===== config.mk =====
export PLATFORM = sky130hd
export DESIGN_NAME = interrupt_sequencer
export DESIGN_NICKNAME = d
export VERILOG_FILES = /design/src/rtl/interrupt_sequencer.sv
export SDC_FILE = /design/constraint.sdc
export NUM_CORES = 1
export LEC_CHECK = 0
export ABC_AREA = 1
export BUFFER_PORTS_ARGS = -buffer_cell sky130_fd_sc_hd__buf_2
export CAP_MARGIN = 20
export CORE_ASPECT_RATIO = 0.7
export CORE_MARGIN = 5
export CORE_UTILIZATION = 35
export CTS_CLUSTER_DIAMETER = 120
export DETAILED_ROUTE_END_ITERATION = 16
export GPL_TIMING_DRIVEN = 0
export PLACE_DENSITY_LB_ADDON = 0.08
export RECOVER_POWER = 100
export SETUP_SLACK_MARGIN = 0.5
export SYNTH_ARGS = -nofsm -noshare
export SYNTH_HDL_FRONTEND = slang
export SYNTH_SLANG_ARGS = --single-unit

===== constraint.sdc =====
create_clock -name i_clk -period 1.3 [get_ports i_clk]
set_input_delay 0.195 -clock i_clk [delete_from_list [all_inputs] [get_ports i_clk]]
set_output_delay 0.195 -clock i_clk [all_outputs]
set_load 0.02 [all_outputs]

===== src/rtl/interrupt_sequencer.sv =====
// 6502 interrupt/BRK/reset micro-sequencer: forces BRK on hardware interrupts,
// steers the PCH/PCL/P stack pushes, sets I and produces vector fetch addresses.
module interrupt_sequencer #(
  parameter logic [15:0] VEC_NMI = 16'hFFFA,
  parameter logic [15:0] VEC_RST = 16'hFFFC,
  parameter logic [15:0] VEC_IRQ = 16'hFFFE
) (
  input  logic        i_clk,
  input  logic        i_reset_n,
  input  logic        i_rdy,
  input  logic        i_sync,
  input  logic        i_brk,
  input  logic        i_nmi_n,
  input  logic        i_irq_n,
  input  logic        i_p_i,
  output logic        o_force_brk,
  output logic        o_busy,
  output logic [2:0]  o_state,
  output logic [1:0]  o_push_sel,
  output logic        o_write,
  output logic        o_sp_dec,
  output logic        o_pc_inc,
  output logic        o_b_flag,
  output logic        o_set_i,
  output logic [15:0] o_vec_addr,
  output logic        o_nmi_taken
);

  typedef enum logic [2:0] {
    S_IDLE     = 3'd0,
    S_DUMMY    = 3'd1,
    S_PUSH_PCH = 3'd2,
    S_PUSH_PCL = 3'd3,
    S_PUSH_P   = 3'd4,
    S_VEC_LO   = 3'd5,
    S_VEC_HI   = 3'd6
  } state_t;

  typedef enum logic [1:0] {
    K_BRK = 2'd0,
    K_IRQ = 2'd1,
    K_NMI = 2'd2,
    K_RST = 2'd3
  } kind_t;

  typedef enum logic [1:0] {
    V_IRQ = 2'd0,
    V_NMI = 2'd1,
    V_RST = 2'd2
  } vsel_t;

  state_t state, state_nxt;
  kind_t  kind, kind_nxt;
  vsel_t  vec_sel, vec_sel_nxt;
  logic   rst_pend, rst_pend_nxt;
  logic   nmi_pend, nmi_pend_nxt;
  logic   nmi_prev;
  logic   nmi_taken_nxt;
  logic   irq_req;
  logic   nmi_edge;
  logic   push_nxt;

  function automatic logic [15:0] vec_base(input vsel_t v);
    case (v)
      V_NMI:   vec_base = VEC_NMI;
      V_RST:   vec_base = VEC_RST;
      default: vec_base = VEC_IRQ;
    endcase
  endfunction

  assign irq_req     = ~i_irq_n & ~i_p_i;
  assign nmi_edge    = nmi_prev & ~i_nmi_n;
  assign o_force_brk = (state == S_IDLE) & i_sync & (rst_pend | nmi_pend | irq_req);
  assign o_state     = state;
  assign push_nxt    = (state_nxt == S_PUSH_PCH) | (state_nxt == S_PUSH_PCL) |
                       (state_nxt == S_PUSH_P);

  always_comb begin
    state_nxt     = state;
    kind_nxt      = kind;
    vec_sel_nxt   = vec_sel;
    rst_pend_nxt  = rst_pend;
    nmi_pend_nxt  = nmi_pend;
    nmi_taken_nxt = 1'b0;
    case (state)
      S_IDLE: begin
        if (i_sync & i_rdy & (o_force_brk | i_brk)) begin
          state_nxt = S_DUMMY;
          if (rst_pend)      kind_nxt = K_RST;
          else if (nmi_pend) kind_nxt = K_NMI;
          else if (irq_req)  kind_nxt = K_IRQ;
          else               kind_nxt = K_BRK;
        end
      end
      S_DUMMY:    if (i_rdy) state_nxt = S_PUSH_PCH;
      S_PUSH_PCH: state_nxt = S_PUSH_PCL;
      S_PUSH_PCL: state_nxt = S_PUSH_P;
      S_PUSH_P: begin
        state_nxt = S_VEC_LO;
        // A pending NMI hijacks an IRQ/BRK sequence at the last moment.
        if (kind == K_RST)                     vec_sel_nxt = V_RST;
        else if ((kind == K_NMI) || nmi_pend)  vec_sel_nxt = V_NMI;
        else                                   vec_sel_nxt = V_IRQ;
        if (vec_sel_nxt == V_NMI) begin
          nmi_pend_nxt  = 1'b0;
          nmi_taken_nxt = 1'b1;
        end
        if (kind == K_RST) rst_pend_nxt = 1'b0;
      end
      S_VEC_LO:   if (i_rdy) state_nxt = S_VEC_HI;
      S_VEC_HI:   if (i_rdy) state_nxt = S_IDLE;
      default:    state_nxt = S_IDLE;
    endcase
    // A fresh edge outranks the clear on vector commit.
    if (nmi_edge) nmi_pend_nxt = 1'b1;
  end

  // Outputs are registered from the next-state values so they track the state register exactly.
  always_ff @(posedge i_clk) begin
    if (!i_reset_n) begin
      state       <= S_IDLE;
      kind        <= K_BRK;
      vec_sel     <= V_IRQ;
      rst_pend    <= 1'b1;
      nmi_pend    <= 1'b0;
      nmi_prev    <= 1'b1;
      o_busy      <= 1'b0;
      o_push_sel  <= 2'd3;
      o_write     <= 1'b0;
      o_sp_dec    <= 1'b0;
      o_pc_inc    <= 1'b0;
      o_b_flag    <= 1'b0;
      o_set_i     <= 1'b0;
      o_vec_addr  <= 16'h0000;
      o_nmi_taken <= 1'b0;
    end else begin
      state       <= state_nxt;
      kind        <= kind_nxt;
      vec_sel     <= vec_sel_nxt;
      rst_pend    <= rst_pend_nxt;
      nmi_pend    <= nmi_pend_nxt;
      nmi_prev    <= i_nmi_n;
      o_busy      <= (state_nxt != S_IDLE);
      case (state_nxt)
        S_PUSH_PCH: o_push_sel <= 2'd0;
        S_PUSH_PCL: o_push_sel <= 2'd1;
        S_PUSH_P:   o_push_sel <= 2'd2;
        default:    o_push_sel <= 2'd3;
      endcase
      o_write     <= push_nxt & (kind_nxt != K_RST);
      o_sp_dec    <= push_nxt;
      o_pc_inc    <= (state_nxt == S_DUMMY) & (kind_nxt == K_BRK);
      o_b_flag    <= (state_nxt == S_PUSH_P) & (kind_nxt == K_BRK);
      o_set_i     <= (state_nxt == S_VEC_LO);
      case (state_nxt)
        S_VEC_LO: o_vec_addr <= vec_base(vec_sel_nxt);
        S_VEC_HI: o_vec_addr <= vec_base(vec_sel_nxt) + 16'd1;
        default:  o_vec_addr <= 16'h0000;
      endcase
      o_nmi_taken <= nmi_taken_nxt;
    end
  end

endmodule


==> summary.txt <==
Outcome
  • Status: complete, but fails checks
  • Failing checks: negative setup slack

CTS
  • Clock Latency Late Sink: 0.27 ns
  • Worst-path clk slew: 0.08 ns
  • Clock tree buffer depth: 2
  • Root buffer cell: clkbuf_8
  • CTS tree: yes
  • Clock sinks: 23
  • H-tree Lvls: 1
  • Number of buffers created by CTS: 3
  • Hold-fix buffers, CTS: 0

Logic synthesis
  • Mapped Area: between 1000 and 1500 sq um
  • Syn_area_per_cell: approximately 7.6 sq um
  • Xor and xnor area share after synthesis: 0
  • Synth Area in Simple Gates: 0.301
  • Top FF cell, synth: dfxtp_1
  • Mapped Cells: 144
  • Synth top area cells: dfxtp_1, buf_4, nand2_1, nor2_1, inv_1
  • Biggest area consumer among synthesized cells: dfxtp_1
  • Seq/Total Area, Yosys: 0.419
  • Synthesized flop and latch total: 23
  • Post-synth EDFFs: 0
  • Synth warn: 0
  • Post-synth top area share: 0.419
  • Syn Nets: about 150
  • Largest family of logic cells by synthesized area: simple AND/OR/NAND/NOR gates
  • Async S/R FF share, synth: 0
  • Synth Area in Compound Gates: 0.0888
  • Proportion of synthesized area in mux cells: 0
  • Post-synthesis adder-cell area fraction: 0
  • Netlist cell types: 26

Pwr
  • Flop pwr share: 0.469
  • Sw Ratio: 0.297
  • P per Cell Area: ~840 nW/um^2
  • VDD IR max: ~370 uV
  • Pint: between 1 and 1.5 mW
  • P_leak: slightly above 0.9 nW
  • Gate power share: 0.256
  • Clock power frac: 0.275
  • Switching power: 0.480 mW

Finish
  • Area grow syn2layout: 75.6%
  • Multi-input logic area: between 500 and 600 sq um
  • Register Area: a little under 500 sq um
  • Cell Count, Final, Fillers Out: 234
  • Antenna diodes: 0
  • Fill count: ~260
  • Nets@finish: slightly above 200
  • Layout cell share with drive strength beyond 1: 0.658

Floorplanning
  • Core footprint: ~3100 sq um
  • Die W: approximately 77 microns
  • Starting density of the core: 0.356
  • # rows: 17
  • Number of top-level pins: 37
  • DIE AREA: about 4400 sq um
  • Die Span Y: around 57 microns

Global routing
  • Largest net degree at the start of global routing: 14
  • Antenna violations before repair: 0
  • First-pass GRT wire length: approximately 4800 microns
  • Grt ovf: 0
  • Tot GR Track Use: 0.140
  • Vias in the first global route: between 1k and 1.5k

Placement
  • Setup WS pre-CTS: roughly 0.054 ns
  • Detailed placement HPWL: a little under 2000 microns
  • Placed instance count: about 220
  • Port Buffers: 35
  • Final Wtd Congestion: about 0.83

Setup path
  • Crit. Startpoint: o_state[0]
  • Worst-path fanout max: 3
  • Startpoint types: register
  • R2r setup slk: -0.03 ns
  • Critical Path AT: 1.14 ns
  • CP endpoint: o_force_brk
  • RR Endpoint: o_push_sel[0]
  • Worst EP required: around 1.1 ns
  • Setup CP Type: reg -> out
  • Cells on worst reg2reg path: 8
  • Critical Path End Type: primary output
  • RR Startpoint: o_state[0]

Routing
  • First DRT Iteration DRCs: between 40 and 50
  • Detailed Route WL: roughly 3100 microns
  • DR pass1 iterations: 4
  • DRC Markers: 0
  • Routed vias/inst: between 4 and 5
  • Routed Antenna Nets: 0
  • Vias: 1077
  • Wire per inst: about 13 microns

Timing
  • Rel. slew slack: 0.693
  • Max Freq: roughly 0.75 GHz
  • Final Hold Viols: 0
  • Crit path time final: 1.34 ns
  • Period utilization: 1.03
  • Measured slew at the worst slew-check pin: ~0.46 ns
  • Final worst slack: -0.0391 ns
  • Clock Skews: 0.00253 ns
  • Slew Limit Fails: 0
  • RSZ-0062 raised after global routing: yes
  • Final setup vio count: 6

Hold path
  • HP Class: in -> reg

Job
  • Max-cap violations: 0
## sequential cells by signal, summed over array words and instances (netlist names), 2 cells and up
register / cells
o_vec_addr: 4
o_push_sel: 2
vec_sel: 2
o_state: 3
kind: 2
## worst min path at each step
stage / from / end / slack [ns] / cells after the start
2_1_floorplan: i_reset_n / o_push_sel[1] / 0.26 / 1
3_3_place_gp: i_nmi_n / nmi_prev / 0.39 / 2
3_5_place_dp: i_nmi_n / nmi_prev / 0.40 / 2
4_1_cts: i_nmi_n / nmi_prev / 0.12 / 2
5_1_grt: i_nmi_n / nmi_prev / 0.12 / 2
6_report: i_nmi_n / nmi_prev / 0.12 / 2
## worst max-delay path: stages, from the launching register on
cell and delay [ns]:
dfxtp_4 0.35, buf_8 0.12, nor2_4 0.09, nand2_2 0.07
a21oi_2 0.11, buf_6 0.13
## placed cells by master, fill, tap and decap left out, drive strengths merged
cell	count
inv	22
buf	62
clkinv	2
a21oi	4
dfxtp	23
o21ai	5
nor3	2
nand2	29
o211ai	2
a31oi	1
nor2	24
or2	1
a211oi	1
clkbuf	5
o21a	1
nand4	4
nand3	8
## routing by layer
layer | routed length, microns | GRT usage | part of all wire
met1 | 1330 | 0.165 | 0.44
met3 | 218 | 0.0449 | 0.071
met4 | 80 | 0.0449 | 0.026
met5 | 0 | 0 | 0
met2 | 1430 | 0.241 | 0.47
## cells in the mapped netlist, types with 2 or more instances
cell type / instances
o211ai_2: 2
a21oi_1: 4
dfxtp_1: 23
nand3_1: 6
nor2_1: 20
buf_6: 2
nor2_2: 4
inv_1: 17
inv_2: 4
nand2_1: 22
o21ai_0: 3
clkinv_2: 2
buf_4: 12
nand2_2: 7
nand4_1: 4
o21ai_1: 2
## power by group through the flow
| stage | clock (mW) | combinational (mW) | sequential [mW] |
|---|---|---|---|
| after floorplan | 0 | 0.172 | 0.794 |
| after global placement | 0 | 0.269 | 0.766 |
| after detailed placement | 0 | 0.273 | 0.768 |
| after CTS | 0.455 | 0.369 | 0.759 |
| after global routing | 0.485 | 0.449 | 0.762 |
| final | 0.444 | 0.414 | 0.759 |
## metrics by stage
stage                     setup TNS [ns]   util  area (sq um)  hold slack, ns  power (mW)
after detailed placement               0  0.444          1370           0.400        1.04
after floorplan                        0      -          1150           0.264       0.966
after global placement                 0  0.444          1370           0.395        1.03
final                            -0.0884  0.626          1930           0.125        1.62
after global routing              -0.701  0.626          1930           0.124        1.70
after CTS                         -0.228  0.584          1800           0.119        1.58
## logic make-up after synthesis
| logic type | after synthesis |
|---|---|
| buffers and inverters | 39 |
| AND/OR/NAND/NOR | 68 |
| flip-flops | 23 |
| AO/OA/AOI/OAI | 14 |
## what timing repair did
item | in CTS | in global routing
pin swaps | 6 | 8
setup endpoints to repair | 51 | 51
buffers inserted | 7 | 6
resized for setup | 105 | 23
cloned | 0 | 0
## cell type report
cell class	instances	share of cell area
plain buffers	16	0.0901
clock buffers	3	0.0214
clock inverters	1	0.00259
inverters	23	0.0525
multi-input cells	82	0.297
flip-flops and latches	23	0.254
well taps	38	0.0246
repair buffers	48	0.257
Power figures use the tool's default switching activity.
